$ cat src/rtl/llsc_unit_pkg.sv
// ============================================================================
//  Module   : llsc_unit_pkg
//  Brief    : Shared opcode and state encodings for the LL/SC engine.
//  Revision : 1.0  initial release
// ============================================================================
`default_nettype none

package llsc_unit_pkg;

    localparam logic [1:0] LLSC_OP_NONE = 2'd0;
    localparam logic [1:0] LLSC_OP_LL   = 2'd1;
    localparam logic [1:0] LLSC_OP_SC   = 2'd2;

    typedef enum logic [1:0] {
        LLSC_IDLE = 2'd0,
        LLSC_REQ  = 2'd1,
        LLSC_RESP = 2'd2
    } llsc_state_e;

endpackage

`default_nettype wire

$ cat src/rtl/llsc_unit_link_reg.sv
// ============================================================================
//  Module   : llsc_unit_link_reg
//  Brief    : Link address register with two line comparators (SC check, snoop).
//  Revision : 1.0  initial release
// ============================================================================
`default_nettype none

module llsc_unit_link_reg #(
    parameter int LINE_W = 30
) (
    input  logic              clk,
    input  logic              rst,
    input  logic              i_load,
    input  logic [LINE_W-1:0] i_load_line,
    input  logic [LINE_W-1:0] i_sc_line,
    output logic              o_sc_hit,
    input  logic [LINE_W-1:0] i_snoop_line,
    output logic              o_snoop_hit
);

    logic [LINE_W-1:0] r_link;

    always_ff @(posedge clk or posedge rst) begin
        if (rst) begin
            r_link <= '0;
        end else if (i_load) begin
            r_link <= i_load_line;
        end
    end

    assign o_sc_hit    = (i_sc_line == r_link);
    assign o_snoop_hit = (i_snoop_line == r_link);

endmodule

`default_nettype wire

$ cat src/rtl/llsc_unit.sv
// ============================================================================
//  Module   : llsc_unit
//  Brief    : MEM-stage LL/SC engine: runs LL/SC bus transactions, decides SC
//             success, snoops external writes and drives the LLbit write port.
//  Revision : 1.0  initial release
// ============================================================================
`default_nettype none

module llsc_unit
    import llsc_unit_pkg::*;
#(
    parameter int ADDR_W    = 32,
    parameter int DATA_W    = 32,
    parameter int LINE_BITS = 2
) (
    input  logic              clk,
    input  logic              rst,
    input  logic              valid_i,
    input  logic [1:0]        op_i,
    input  logic [ADDR_W-1:0] addr_i,
    input  logic [DATA_W-1:0] wdata_i,
    input  logic              exc_flg_i,
    input  logic              eret_i,
    input  logic              atomicbit_i,
    input  logic              snoop_we_i,
    input  logic [ADDR_W-1:0] snoop_addr_i,
    output logic              dbus_req_o,
    output logic              dbus_we_o,
    output logic [ADDR_W-1:0] dbus_addr_o,
    output logic [DATA_W-1:0] dbus_wdata_o,
    input  logic              dbus_ack_i,
    input  logic [DATA_W-1:0] dbus_rdata_i,
    output logic              stall_o,
    output logic              done_o,
    output logic [DATA_W-1:0] rdata_o,
    output logic              sc_result_o,
    output logic              atomic_we_o,
    output logic              atomicbit_o
);

    localparam int c_WORD_LSB = 2;
    localparam int c_LINE_W   = ADDR_W - LINE_BITS;

    llsc_state_e                  r_state;
    logic                         r_req;
    logic                         r_we;
    logic                         r_is_ll;
    logic                         r_kill;
    logic                         r_done;
    logic                         r_sc_ok;
    logic [ADDR_W-1:c_WORD_LSB]   r_addr;
    logic [DATA_W-1:0]            r_wdata;
    logic [DATA_W-1:0]            r_rdata;

    logic w_op_act, w_accept, w_go_bus;
    logic w_sc_link_hit, w_snoop_link_hit, w_snoop_new_hit, w_snoop_hit;
    logic w_live, w_ll_commit, w_sc_commit;
    logic w_link_load, w_atomic_we, w_atomic_bit;
    logic w_unused;

    assign w_op_act = valid_i & (op_i != LLSC_OP_NONE);
    assign w_accept = (r_state == LLSC_IDLE) & w_op_act & ~exc_flg_i;
    assign w_go_bus = (op_i == LLSC_OP_LL) |
                      ((op_i == LLSC_OP_SC) & atomicbit_i & w_sc_link_hit);

    llsc_unit_link_reg #(
        .LINE_W (c_LINE_W)
    ) u_link (
        .clk          (clk),
        .rst          (rst),
        .i_load       (w_link_load),
        .i_load_line  (r_addr[ADDR_W-1:LINE_BITS]),
        .i_sc_line    (addr_i[ADDR_W-1:LINE_BITS]),
        .o_sc_hit     (w_sc_link_hit),
        .i_snoop_line (snoop_addr_i[ADDR_W-1:LINE_BITS]),
        .o_snoop_hit  (w_snoop_link_hit)
    );

    always_ff @(posedge clk or posedge rst) begin
        if (rst) begin
            r_state <= LLSC_IDLE;
            r_req   <= 1'b0;
            r_we    <= 1'b0;
            r_is_ll <= 1'b0;
            r_kill  <= 1'b0;
            r_done  <= 1'b0;
            r_sc_ok <= 1'b0;
            r_addr  <= '0;
            r_wdata <= '0;
            r_rdata <= '0;
        end else begin
            r_done <= 1'b0;
            case (r_state)
                LLSC_IDLE: begin
                    r_kill <= 1'b0;
                    if (w_accept) begin
                        r_addr  <= addr_i[ADDR_W-1:c_WORD_LSB];
                        r_wdata <= wdata_i;
                        r_is_ll <= (op_i == LLSC_OP_LL);
                        r_we    <= (op_i == LLSC_OP_SC) & w_go_bus;
                        if (w_go_bus) begin
                            r_req   <= 1'b1;
                            r_state <= LLSC_REQ;
                        end else begin
                            // failing SC skips the bus entirely
                            r_sc_ok <= 1'b0;
                            r_done  <= 1'b1;
                            r_state <= LLSC_RESP;
                        end
                    end
                end
                LLSC_REQ: begin
                    if (exc_flg_i) begin
                        r_kill <= 1'b1;
                    end
                    if (dbus_ack_i) begin
                        r_req   <= 1'b0;
                        r_sc_ok <= r_we;
                        r_done  <= 1'b1;
                        r_state <= LLSC_RESP;
                        if (!r_we) begin
                            r_rdata <= dbus_rdata_i;
                        end
                    end
                end
                default: r_state <= LLSC_IDLE;
            endcase
        end
    end

    // A flush seen in REQ or in RESP itself squashes completion and LLbit updates 3/4.
    assign w_live      = r_done & ~r_kill & ~exc_flg_i;
    assign w_ll_commit = w_live & r_is_ll;
    assign w_sc_commit = w_live & r_sc_ok;

    // While an LL commits, a snoop to the line being linked must also block the set.
    assign w_snoop_new_hit = (r_addr[ADDR_W-1:LINE_BITS] == snoop_addr_i[ADDR_W-1:LINE_BITS]);
    assign w_snoop_hit     = snoop_we_i & (w_snoop_link_hit | (w_ll_commit & w_snoop_new_hit));

    always_comb begin
        w_atomic_we  = 1'b0;
        w_atomic_bit = 1'b0;
        w_link_load  = 1'b0;
        if (w_snoop_hit || eret_i) begin
            w_atomic_we = 1'b1;
        end else if (w_ll_commit) begin
            w_atomic_we  = 1'b1;
            w_atomic_bit = 1'b1;
            w_link_load  = 1'b1;
        end else if (w_sc_commit) begin
            w_atomic_we = 1'b1;
        end
    end

    assign dbus_req_o   = r_req;
    assign dbus_we_o    = r_we;
    assign dbus_addr_o  = {r_addr, {c_WORD_LSB{1'b0}}};
    assign dbus_wdata_o = r_wdata;
    assign stall_o      = w_op_act & (r_state != LLSC_RESP);
    assign done_o       = w_live;
    assign rdata_o      = r_rdata;
    assign sc_result_o  = w_live & r_sc_ok;
    assign atomic_we_o  = w_atomic_we;
    assign atomicbit_o  = w_atomic_bit;

    assign w_unused = ^{addr_i[c_WORD_LSB-1:0], snoop_addr_i[LINE_BITS-1:0]};

endmodule

`default_nettype wire

$ cat config.mk
export PLATFORM = sky130hd
export DESIGN_NAME = llsc_unit
export DESIGN_NICKNAME = d
export VERILOG_FILES = /design/src/rtl/llsc_unit_pkg.sv /design/src/rtl/llsc_unit_link_reg.sv /design/src/rtl/llsc_unit.sv
export SDC_FILE = /design/constraint.sdc
export NUM_CORES = 1
export LEC_CHECK = 0
export ABC_AREA = 1
export CORE_MARGIN = 1
export CORE_UTILIZATION = 45
export DETAILED_ROUTE_END_ITERATION = 10
export PLACE_DENSITY = 0.84
export SKIP_CTS_REPAIR_TIMING = 1
export SLEW_MARGIN = 20
export SYNTH_ARGS = -nofsm -noshare
export SYNTH_HDL_FRONTEND = slang
export SYNTH_HIERARCHICAL = 1
export SYNTH_SLANG_ARGS = --single-unit
$ cat constraint.sdc
create_clock -name clk -period 9.5 [get_ports clk]
set_clock_uncertainty 0.15 [all_clocks]
set_input_delay 1.9 -clock clk [delete_from_list [all_inputs] [get_ports clk]]
set_output_delay 1.9 -clock clk [all_outputs]
set_load 0.02 [all_outputs]
## Word level (Yosys, flattened, before mapping)

Index checks and enable logic that the tools add are counted.
W data, S select, Z words.

- Flip-flop bits (word level): 132
- Input port bits: 138
- Logic and storage cells: 74

- Equality and inequality tests: 12
- Muxes and demuxes: 23
- Bitwise logic cells: 18
- Reduce and logical (&&, ||, !) cells: 10

Operators by type and width:

| kind | count |
|---|---|
| $eq A30 B30 Y1 | 3 |
| $mux W1 | 15 |
| $and A1 B1 Y1 | 13 |
| $ne A2 B2 Y1 const B | 6 |
| $pmux W1 S2 | 4 |
| $reduce_and A4 Y1 | 2 |
| $mux W2 | 3 |
| $reduce_and A2 Y1 | 3 |
| $eq A2 B1 Y1 const B | 2 |
| $pmux W2 S2 | 1 |
| $reduce_bool A2 Y1 | 2 |
| $not A1 Y1 | 3 |
| $reduce_and A3 Y1 | 1 |
| $eq A2 B2 Y1 const B | 1 |
| $logic_not A2 Y1 | 1 |
| $or A1 B1 Y1 | 2 |
| $logic_or A1 B1 Y1 | 1 |

## Depth between registers and ports, before layout

Gate-level depths: netlist of the first run.

- Word-level depth: 9
- Gate-level depth with buffers: 17
- Mapped depth without buffers: 15

## Cells and area by module

Netlist of the first run, hierarchy kept.

By module, submodules not included:

| module | instances | cells each | area each (um^2) | sequential area each (um^2) |
|---|---|---|---|---|
| llsc_unit | 1 | 460 | 4466.8 | 2552.4 |
| llsc_unit_link_reg | 1 | 401 | 2237.1 | 750.7 |

## Least setup slack after synthesis of the first run

No wires, ideal clock.

- Path kind: in2out
- From: input exc_flg_i
- To: output atomic_we_o
- Arrival: 3.185 ns
- Data required time: 7.450 ns
- Path slack: 4.265 ns
- Stages: 9
- Path through: nor3_1 -> nand2_1 -> nor2_1 -> nand2_1 -> nor2_1 -> nand2_1 -> nand2_1 -> nand2_1 -> nand3_1

- Longest elaborated chain between the ends: 8

RTL lines:

| item | line | source |
|---|---|---|
| from (decl) | llsc_unit.sv:22 | `input logic exc_flg_i,` |
| $not A1 Y1 (*) | llsc_unit.sv:132 | `assign w_live = r_done & ~r_kill & ~exc_flg_i;` |
| $and A1 B1 Y1 (*) | llsc_unit.sv:132 |  |
| $and A1 B1 Y1 | llsc_unit.sv:133 | `assign w_ll_commit = w_live & r_is_ll;` |
| $and A1 B1 Y1 | llsc_unit.sv:138 | `assign w_snoop_hit = snoop_we_i & (w_snoop_link_hit \| (w_ll_commit & w_snoop_new_hit));` |
| $or A1 B1 Y1 | llsc_unit.sv:138 |  |
| $and A1 B1 Y1 | llsc_unit.sv:138 |  |
| $logic_or A1 B1 Y1 | llsc_unit.sv:144 | `if (w_snoop_hit \|\| eret_i) begin` |
| $mux W1 (*) | llsc_unit.sv:144 |  |
| to (decl) | llsc_unit.sv:37 | `output logic atomic_we_o,` |

Mark *: on every way between the ends. The rest lies on a longest branch, timed or not.

## Worst setup path after layout of the first run

- From: input exc_flg_i
- To: output atomicbit_o

- Longest elaborated chain between the ends: 8

RTL lines:

| item | line | source |
|---|---|---|
| $not A1 Y1 (*) | llsc_unit.sv:132 |  |
| $and A1 B1 Y1 (*) | llsc_unit.sv:132 |  |
| $and A1 B1 Y1 (*) | llsc_unit.sv:133 |  |
| $and A1 B1 Y1 | llsc_unit.sv:138 |  |
| $or A1 B1 Y1 | llsc_unit.sv:138 |  |
| $and A1 B1 Y1 | llsc_unit.sv:138 |  |
| $logic_or A1 B1 Y1 | llsc_unit.sv:144 |  |
| $mux W1 (*) | llsc_unit.sv:144 |  |
| to (decl) | llsc_unit.sv:38 | `output logic atomicbit_o` |

Marked as above.

==> results of run 1 <==
## through the flow
step                      utilization  hold slack [ns]  instances  cell area, µm²  power, mW
after floorplan                     -           0.3184        862            6708      1.295
after global placement         0.6326           0.3028       1260            9194      1.654
after detailed placement       0.6326           0.3083       1260            9194      1.680
after CTS                      0.6739           0.3212       1290            9794      2.360
after global routing           0.6739           0.3299       1290            9794      2.478
final                          0.6741           0.3152       1291            9797      2.346
## routing by layer
layer | up-vias | routed length [µm]
met4 | 0 | 429
li1 | 3049 | -
met2 | 186 | 9292
met3 | 31 | 1272
met1 | 2864 | 7440
met5 | - | 0
## cell families after synthesis
kind of cell,after synthesis,share of synthesized area
muxes,35,0.07559
buffers and inverters,128,0.07764
xor gates and xnor gates,30,0.03919
and+or+nand+nor,490,0.2794
AOI/OAI and AO/OA,45,0.03490
other,1,0.0005594
DFF,132,0.4927
## power groups by stage
stage               combinational (mW)  clock, mW  sequential, mW
finish                           0.831      0.669           0.846
CTS                              0.836      0.679           0.845
global route                     0.906      0.705           0.867
detailed placement               0.831          0           0.849
floorplan                        0.324          0           0.972
global placement                 0.813          0           0.841
## registers in the layout, indices dropped and copies added (netlist names)
signal         flops
dbus_req_o         1
r_state            2
r_done             1
r_addr            30
dbus_we_o          1
dbus_wdata_o      32
r_kill             1
rdata_o           32
r_sc_ok            1
u_link/r_link     30
r_is_ll            1
## how the worst min path moves through the flow
stage	start	endpoint	slack [ns]	depth (start not counted)
after floorplan	r_is_ll$_DFFE_PP0P_	r_is_ll$_DFFE_PP0P_	0.32	2
after global placement	dbus_wdata_o[28]$_DFFE_PP0P_	dbus_wdata_o[28]$_DFFE_PP0P_	0.30	2
after CTS	dbus_wdata_o[21]$_DFFE_PP0P_	dbus_wdata_o[21]$_DFFE_PP0P_	0.32	2
after global routing	dbus_wdata_o[3]$_DFFE_PP0P_	dbus_wdata_o[3]$_DFFE_PP0P_	0.33	2
after detailed placement	dbus_wdata_o[24]$_DFFE_PP0P_	dbus_wdata_o[24]$_DFFE_PP0P_	0.31	2
final	dbus_wdata_o[28]$_DFFE_PP0P_	dbus_wdata_o[28]$_DFFE_PP0P_	0.32	2
## cells in the final DEF, fill, tap and decap left out, drive strengths merged
cell type	n
dfrtp	132
clkinv	2
o31ai	2
nand3	2
nor2	51
nor3	2
conb	2
inv	103
or2	1
buf	5
clkinvlp	3
diode	1
a21oi	1
mux2	35
nand2	432
xor2	2
clkdlybuf4s50	234
clkbuf	22
xnor2	28
bufinv	3
nand4	1
nor4	1
a22o	1
o21ai	41
## critical path, stage by stage
cell and delay [ns]:
clkdlybuf4s50_1 0.58, nor3_1 0.12, nand2_1 0.14, nor2_1 0.07, nand2_1 0.06, nor2_1 0.04, nand2_1 0.04, nand2_1 0.05
nand2_1 0.07, nand2_1 0.08, nor2_4 0.07, buf_4 0.47, clkdlybuf4s50_1 0.73
## cell type report
class / instances / area [µm²]
Inverter: 103 / 389.1
Clock buffer: 22 / 474.2
Tap cell: 184 / 230.2
Fill cell: 1183 / 4737
Clock inverter: 8 / 126.4
Antenna cell: 1 / 2.502
Sequential cell: 132 / 3303
Multi-Input combinational cell: 602 / 2892
Timing Repair Buffer: 239 / 2380
==> impl_metrics.json, run 1 <==
{
  "status": "finished clean",
  "worstSetupPathType": "input port to primary output",
  "clock-sinks": 132,
  "switching_share": 0.3320,
  "finalWorstSetupSlack_ns": 3.013,
  "drc": 0,
  "hold_class": "flop to flop",
  "finalSetupTns_ns": 0,
  "clockBufferDepth": 2,
  "syn_area_per_cell_um2": 7.786,
  "ys_seq_elements": 132,
  "rsz0062_at_grt": "false",
  "ff2ff_path_depth": 15,
  "cts_tree": "yes",
  "routed_wirelength_um": 18430,
  "synthFlopType": "dfrtp_1",
  "cts.reportedPaths.clkPinSlew_ns": 0.05,
  "grt_pass1_wl_um": 28350,
  "via_count": 6130,
  "cp_max_fo": 58,
  "antenna_found_initial": 0,
  "die_y_um": 124.1,
  "grt_busiest_layer": "met2",
  "power_frac_seq": 0.361,
  "gr-usage-met2": 0.4182,
  "viasPerCell": 4.748,
  "async_flop_share": 1.000,
  "portBuffers": 234,
  "die_area_um2": 15390,
  "yosysWarningCount": 6,
  "ys_types": 27,
  "reg2reg_setup_slack_ns": 7.06,
  "synth-edff-count": 0,
  "synth_top_cells_by_area": "dfrtp_1 (49%), nand2_1 (24%), mux2_4 (6.7%)",
  "num_rows": 44,
  "grt_use_total": 0.2458,
  "critPathRequiredTime_ns": 7.45,
  "p_switching_uw": 778.9,
  "fmax_mhz": 154.1,
  "peakVddDrop_v": 0.0001761,
  "drive_gt1_frac": 0.08137,
  "setup.worst_path.start": "exc_flg_i",
  "hold_viol": 0,
  "met1_usage": 0.2878,
  "period_minus_slack_ns": 6.487,
  "finalSetupViolCount": 0,
  "numCtsBuffers": 17,
  "routedWlPerCell_um": 14.28,
  "seq_area_frac_synth": 0.4927,
  "synthCells": 861,
  "synth_top_area_cell": "dfrtp_1",
  "start_kind": "input port",
  "synth_top_area_share": 0.4927,
  "ant_nets": 0,
  "htree_levels": 4,
  "leakagePower_nw": 4.975,
  "cp-endpoint": "atomicbit_o",
  "clkPwrFrac": 0.285,
  "end_kind": "primary output",
  "design.core.area_um2": 14530,
  "hpwl_um": 12910,
  "slew_headroom": 0.2710,
  "power_density_nw_per_um2": 239.5,
  "grt_pass1_vias": 5910,
  "finalCritPeriodShare": 0.6829,
  "synth_commonest_cells": "nand2_1 (432), dfrtp_1 (132), inv_1 (87)",
  "p_int_mw": 1.568,
  "grt_overflow_total": 0,
  "nNetsFinal": 1233,
  "first_pass_iters": 5,
  "post-place-ws_ns": 2.984,
  "die_x_um": 124.1,
  "drt_iter0_drc": 301,
  "finalWeightedCongestion": 0.7977,
  "worstPathArrival_ns": 4.44,
  "area_growth_pct": 46.14,
  "initial_core_util": 0.4613,
  "post-synth-top-count-cell": "nand2_1",
  "r2r-end": "u_link/r_link[18]$_DFFE_PP0P_",
  "use_met3": 0.07601,
  "combPwrFrac": 0.354,
  "clk_latency_ns": 0.41,
  "timing.rr.start": "u_link/r_link[21]$_DFFE_PP0P_",
  "grt_max_degree": 70,
  "ioPinCount": 241,
  "netlist_area_um2": 6704,
  "maxCapViolations": 0,
  "slew_viol_final": 0,
  "root_buffer": "clkbuf_16",
  "tightest_slew_ns": 1.093
}
Note: power is estimated with default switching activity, not from simulation.
==> run 2, diff against run 1 <==
--- a/config.mk
+++ b/config.mk
@@ -7,9 +7,9 @@
 export LEC_CHECK = 0
 export ABC_AREA = 1
 export CORE_MARGIN = 1
-export CORE_UTILIZATION = 45
+export CORE_UTILIZATION = 41
 export DETAILED_ROUTE_END_ITERATION = 10
-export PLACE_DENSITY = 0.84
+export PLACE_DENSITY = 0.81
 export SKIP_CTS_REPAIR_TIMING = 1
 export SLEW_MARGIN = 20
 export SYNTH_ARGS = -nofsm -noshare
==> constraint.sdc (replaced) <==
create_clock -name clk -period 5.8 [get_ports clk]
set_clock_uncertainty 0.15 [all_clocks]
set_input_delay 1.16 -clock clk [delete_from_list [all_inputs] [get_ports clk]]
set_output_delay 1.16 -clock clk [all_outputs]
set_load 0.02 [all_outputs]
==> run 2 against run 1 <==
Critical path depth is 1 lower; cell count is 2.5% higher; sequential share of layout area is 0.21 points lower; flip-flop and latch count stayed put; sequential power is 63% higher; register-to-register slack worse by 3.8 ns; total power is 66% higher; non-clock buffer count is 1 lower; highest routed layer unchanged.
==> impl_metrics.json, run 2 (synthesized netlist as in run 1, its figures left out) <==
{
  "status": "finished clean",
  "wl_met2_um": 8949,
  "critical_path_buf_inv_count": 2,
  "grt_use_total": 0.2223,
  "timing.rr.start": "r_state[1]$_DFFE_PP0P_",
  "hold_ws_ns": 0.3189,
  "cpMaxStageDelayCell": "clkdlybuf4s50_1",
  "crit_chain": "clkdlybuf4s50_1, nor3_1, nand2_1, nor2_1, nand2_1, nor2_1, nand2_1, nand2_1, nand2_1, nand2_1, nor2_4, clkdlybuf4s50_1",
  "drive_gt1_frac": 0.08311,
  "utilization": 0.6183,
  "regArea_um2": 3303,
  "rsz0062_at_grt": "false",
  "slew_headroom": 0.2854,
  "via_count": 6061,
  "cp_max_fo": 4,
  "die_y_um": 129.9,
  "reg2reg_setup_slack_ns": 3.23,
  "clockBufferDepth": 2,
  "p_int_mw": 2.586,
  "design.core.area_um2": 15940,
  "peakVddDrop_v": 0.0001976,
  "finalSetupTns_ns": 0,
  "p_switching_mw": 1.305,
  "multi_input_area_um2": 2892,
  "clkPwrFrac": 0.296,
  "area_growth_pct": 47.05,
  "r2r-end": "r_sc_ok$_DFFE_PP0P_",
  "power_frac_seq": 0.356,
  "mostFrequentLayoutCell": "nand2_1",
  "antenna_cells": 0,
  "finalSetupViolCount": 0,
  "worstSetupPathType": "input port to primary output",
  "cts_tree": "yes",
  "ioPinCount": 241,
  "cp.depth": 12,
  "start_kind": "input port",
  "routed_wirelength_um": 18180,
  "finalCritPeriodShare": 0.8245,
  "htree_levels": 4,
  "leakagePower_nw": 4.988,
  "layout.cells.non_filler": 1323,
  "first_pass_iters": 6,
  "mostFrequentLayoutCells": "nand2_1 (432), clkdlybuf4s50_1 (234), dfrtp_1 (132), inv_1 (86), nor2_1 (48)",
  "worstPathArrival_ns": 3.47,
  "power_density_nw_per_um2": 394.7,
  "portBuffers": 234,
  "combPwrFrac": 0.349,
  "num_rows": 46,
  "critPathRequiredTime_ns": 4.49,
  "routedWlPerCell_um": 13.74,
  "drt_iter0_drc": 294,
  "grt_max_degree": 70,
  "hold_class": "flop to flop",
  "wl_met1_um": 7600,
  "cpPeakStageDelay_ns": 0.56,
  "cp-endpoint": "atomicbit_o",
  "fmax_mhz": 209.1,
  "numCtsBuffers": 17,
  "clock-sinks": 132,
  "root_buffer": "clkbuf_16",
  "cts.reportedPaths.clkPinSlew_ns": 0.06,
  "wl_met3_um": 1204,
  "ff2ff_path_depth": 7,
  "crit_family": "simple AND/OR/NAND/NOR gates",
  "dp.cells": 1291,
  "switching_share": 0.3354,
  "drc": 0,
  "antenna_found_initial": 0,
  "end_kind": "primary output",
  "die_area_um2": 16870,
  "ant_nets": 0,
  "initial_core_util": 0.4205,
  "setup.worst_path.start": "exc_flg_i",
  "finalWeightedCongestion": 0.7983,
  "hpwl_um": 12970,
  "grt_pass1_vias": 5942,
  "period_minus_slack_ns": 4.782,
  "nNetsFinal": 1232,
  "slew_viol_final": 0,
  "maxCapViolations": 0,
  "clk_latency_ns": 0.43,
  "die_x_um": 129.9,
  "tightest_slew_ns": 1.072,
  "viasPerCell": 4.581,
  "grt_overflow_total": 0,
  "hold_viol": 0,
  "fill_cells": 1384,
  "cpMostUsedCell": "nand2_1",
  "grt_pass1_wl_um": 28660,
  "highest_layer": "met4"
}
run 2: through the flow:
stage / worst slack, ns / power [mW] / instance area, µm²
floorplan: 1.815 / 2.121 / 6708
global placement: 1.088 / 2.710 / 9226
detailed placement: 1.050 / 2.752 / 9226
CTS: 1.001 / 3.919 / 9857
global route: 0.7573 / 4.112 / 9858
finish: 1.018 / 3.891 / 9858
run 2: cell type report:
type                    instances  area share
clock inverters                14     0.02043
repair buffers                238      0.2406
well taps                     216     0.02741
clock buffers                  18     0.04353
inverters                     103     0.03960
flip-flops and latches        132      0.3351
multi-input cells             602      0.2933
run 2: power by group through the flow:
| stage | logic, mW | registers, mW | clock network, mW |
|---|---|---|---|
| after floorplan | 0.530 | 1.59 | 0 |
| after global placement | 1.33 | 1.38 | 0 |
| after detailed placement | 1.36 | 1.39 | 0 |
| after CTS | 1.37 | 1.38 | 1.17 |
| after global routing | 1.48 | 1.42 | 1.21 |
| final | 1.36 | 1.38 | 1.15 |
run 2: layer usage:
layer | track usage | vias to the layer above
met4 | 0.08960 | 0
li1 | - | 3043
met1 | 0.2680 | 2795
met5 | 0 | -
met2 | 0.3765 | 196
met3 | 0.06109 | 27
run 2: tightest hold or removal path, cell delays in order, from the launching register on:
cell,delay [ns]
dfrtp_1,0.34
nand2_1,0.05
nand2_1,0.05
run 2: worst min path at each step:
stage | startpoint | endpoint | depth (start not counted)
floorplan | r_is_ll$_DFFE_PP0P_ | r_is_ll$_DFFE_PP0P_ | 2
CTS | dbus_wdata_o[0]$_DFFE_PP0P_ | dbus_wdata_o[0]$_DFFE_PP0P_ | 2
global route | dbus_wdata_o[13]$_DFFE_PP0P_ | dbus_wdata_o[13]$_DFFE_PP0P_ | 2
global placement | dbus_wdata_o[9]$_DFFE_PP0P_ | dbus_wdata_o[9]$_DFFE_PP0P_ | 2
finish | dbus_wdata_o[5]$_DFFE_PP0P_ | dbus_wdata_o[5]$_DFFE_PP0P_ | 2
detailed placement | dbus_wdata_o[20]$_DFFE_PP0P_ | dbus_wdata_o[20]$_DFFE_PP0P_ | 2
==> run 3, diff against run 2 <==
--- a/config.mk
+++ b/config.mk
@@ -7,9 +7,9 @@
 export LEC_CHECK = 0
 export ABC_AREA = 1
 export CORE_MARGIN = 1
-export CORE_UTILIZATION = 41
+export CORE_UTILIZATION = 45
 export DETAILED_ROUTE_END_ITERATION = 10
-export PLACE_DENSITY = 0.81
+export PLACE_DENSITY = 0.84
 export SKIP_CTS_REPAIR_TIMING = 1
 export SLEW_MARGIN = 20
 export SYNTH_ARGS = -nofsm -noshare
==> constraint.sdc (replaced) <==
create_clock -name clk -period 4.5 [get_ports clk]
set_clock_uncertainty 0.15 [all_clocks]
set_input_delay 0.9 -clock clk [delete_from_list [all_inputs] [get_ports clk]]
set_output_delay 0.9 -clock clk [all_outputs]
set_load 0.02 [all_outputs]
==> run 3 against run 2 <==
Critical path depth decreased by 1; non-clock buffer count increased by 2; combinational power increased by 29%; utilization increased by 6.1 points; highest routed layer unchanged; critical path type unchanged; count of clock-buffer cells in the layout increased by 2; global-route usage increased by 1.8 points; final area increased by 0.14%; total power increased by 30%; sequential share of layout area about the same; largest power group unchanged; wire length decreased by 0.95%.
==> impl_metrics.json, run 3 (synthesized netlist as in run 1, its figures left out) <==
{
  "grt_max_degree": 70,
  "finalSetupViolCount": 0,
  "period_minus_slack_ns": 4.141,
  "finalCritPeriodShare": 0.9202,
  "htree_levels": 4,
  "first_pass_iters": 5,
  "peakVddDrop_v": 0.0003038,
  "p_switching_mw": 1.657,
  "antenna_found_initial": 0,
  "critPathRequiredTime_ns": 3.45,
  "cts.reportedPaths.clkPinSlew_ns": 0.05,
  "ant_nets": 0,
  "finalWorstSetupSlack_ns": 0.3591,
  "hold_ws_ns": 0.3182,
  "post-place-ws_ns": 0.3637,
  "min_to": "dbus_wdata_o[2]$_DFFE_PP0P_",
  "reg2reg_setup_slack_ns": 2.10,
  "num_rows": 44,
  "cp_max_fo": 4,
  "switching_share": 0.3266,
  "via_count": 6021,
  "holdPathStages": 2,
  "ioPinCount": 241,
  "status": "finished clean",
  "routed_wirelength_um": 18010,
  "worstPathArrival_ns": 3.09,
  "area_growth_pct": 47.26,
  "die_x_um": 124.1,
  "clock-sinks": 132,
  "drive_gt1_frac": 0.08476,
  "rsz0062_at_grt": "false",
  "numCtsBuffers": 17,
  "clockBufferDepth": 2,
  "power_mw": 5.072,
  "initial_core_util": 0.4613,
  "nNetsFinal": 1234,
  "clk_latency_ns": 0.42,
  "routedWlPerCell_um": 13.93,
  "clkPwrFrac": 0.303,
  "maxCapViolations": 0,
  "drc": 0,
  "mostFrequentLayoutCells": "nand2_1 (432), clkdlybuf4s50_1 (234), dfrtp_1 (132), inv_1 (86), nor2_1 (48)",
  "design.core.area_um2": 14530,
  "worstSetupPathType": "input port to primary output",
  "finalSetupTns_ns": 0,
  "combPwrFrac": 0.345,
  "utilization": 0.6792,
  "cts_tree": "yes",
  "ff2ff_path_depth": 15,
  "hpwl_um": 12820,
  "leakagePower_nw": 5.017,
  "start_kind": "input port",
  "antenna_cells": 0,
  "slew_headroom": 0.3044,
  "drt_iter0_drc": 277,
  "end_kind": "primary output",
  "power_density_nw_per_um2": 513.8,
  "portBuffers": 234,
  "timing.rr.start": "u_link/r_link[29]$_DFFE_PP0P_",
  "hold_viol": 0,
  "viasPerCell": 4.657,
  "fmax_mhz": 241.5,
  "finalWeightedCongestion": 0.7997,
  "tightest_slew_ns": 1.043,
  "p_int_mw": 3.416,
  "grt_pass1_wl_um": 27880,
  "slew_viol_final": 0,
  "grt_overflow_total": 0,
  "r2r-end": "u_link/r_link[0]$_DFFE_PP0P_",
  "root_buffer": "clkbuf_16",
  "mostFrequentLayoutCell": "nand2_1",
  "fill_cells": 1177,
  "worstHoldStart": "dbus_wdata_o[2]$_DFFE_PP0P_",
  "grt_pass1_vias": 5774,
  "die_y_um": 124.1,
  "die_area_um2": 15390,
  "grt_use_total": 0.2405,
  "hold_class": "flop to flop",
  "power_frac_seq": 0.351
}
[run 3: layout make-up]
cell class                 count  area [µm²]  area share
clock buffer                  20       456.7     0.04626
timing repair buffer         240        2400      0.2431
clock inverter                12       201.4     0.02041
sequential                   132        3303      0.3346
tap                          184       230.2     0.02332
inverter                     103       389.1     0.03942
multi-input combinational    602        2892      0.2929
[run 3: power groups by stage]
| stage | registers, mW | clock network, mW | logic [mW] |
|---|---|---|---|
| 2_1_floorplan | 2.05 | 0 | 0.683 |
| 6_report | 1.78 | 1.54 | 1.75 |
| 3_5_place_dp | 1.79 | 0 | 1.75 |
| 3_3_place_gp | 1.78 | 0 | 1.72 |
| 5_1_grt | 1.83 | 1.62 | 1.91 |
| 4_1_cts | 1.78 | 1.57 | 1.76 |
[run 3: worst max-delay path, stage by stage]
cell and delay [ns]:
clkdlybuf4s50_1 0.51, nor3_1 0.34, nand2_1 0.18, nor2_1 0.13, nand2_1 0.06, nor2_1 0.09
nand2_1 0.05, nand2_1 0.06, nand2_1 0.06, nand3_1 0.06, clkdlybuf4s50_1 0.64
[run 3: routing by layer]
layer,share of wire,track usage,up-vias
met4,0.021,0.09301,0
met3,0.073,0.07051,24
met2,0.49,0.4033,188
li1,-,-,3053
met1,0.42,0.2900,2756
met5,0,0,-
[run 3: worst max path at each step]
| stage | start | to | slack [ns] |
|---|---|---|---|
| floorplan | rst | dbus_req_o$_DFFE_PP0P_ | 0.77 |
| global placement | exc_flg_i | atomic_we_o | 0.41 |
| detailed placement | exc_flg_i | atomicbit_o | 0.36 |
| CTS | exc_flg_i | atomicbit_o | 0.35 |
| global route | exc_flg_i | atomicbit_o | 0.04 |
| finish | exc_flg_i | atomic_we_o | 0.36 |
[run 3: stage by stage]
| stage | std cells | area [µm²] |
|---|---|---|
| global route | 1293 | 9872 |
| global placement | 1261 | 9214 |
| CTS | 1293 | 9872 |
| floorplan | 862 | 6708 |
| detailed placement | 1261 | 9214 |
| finish | 1293 | 9872 |
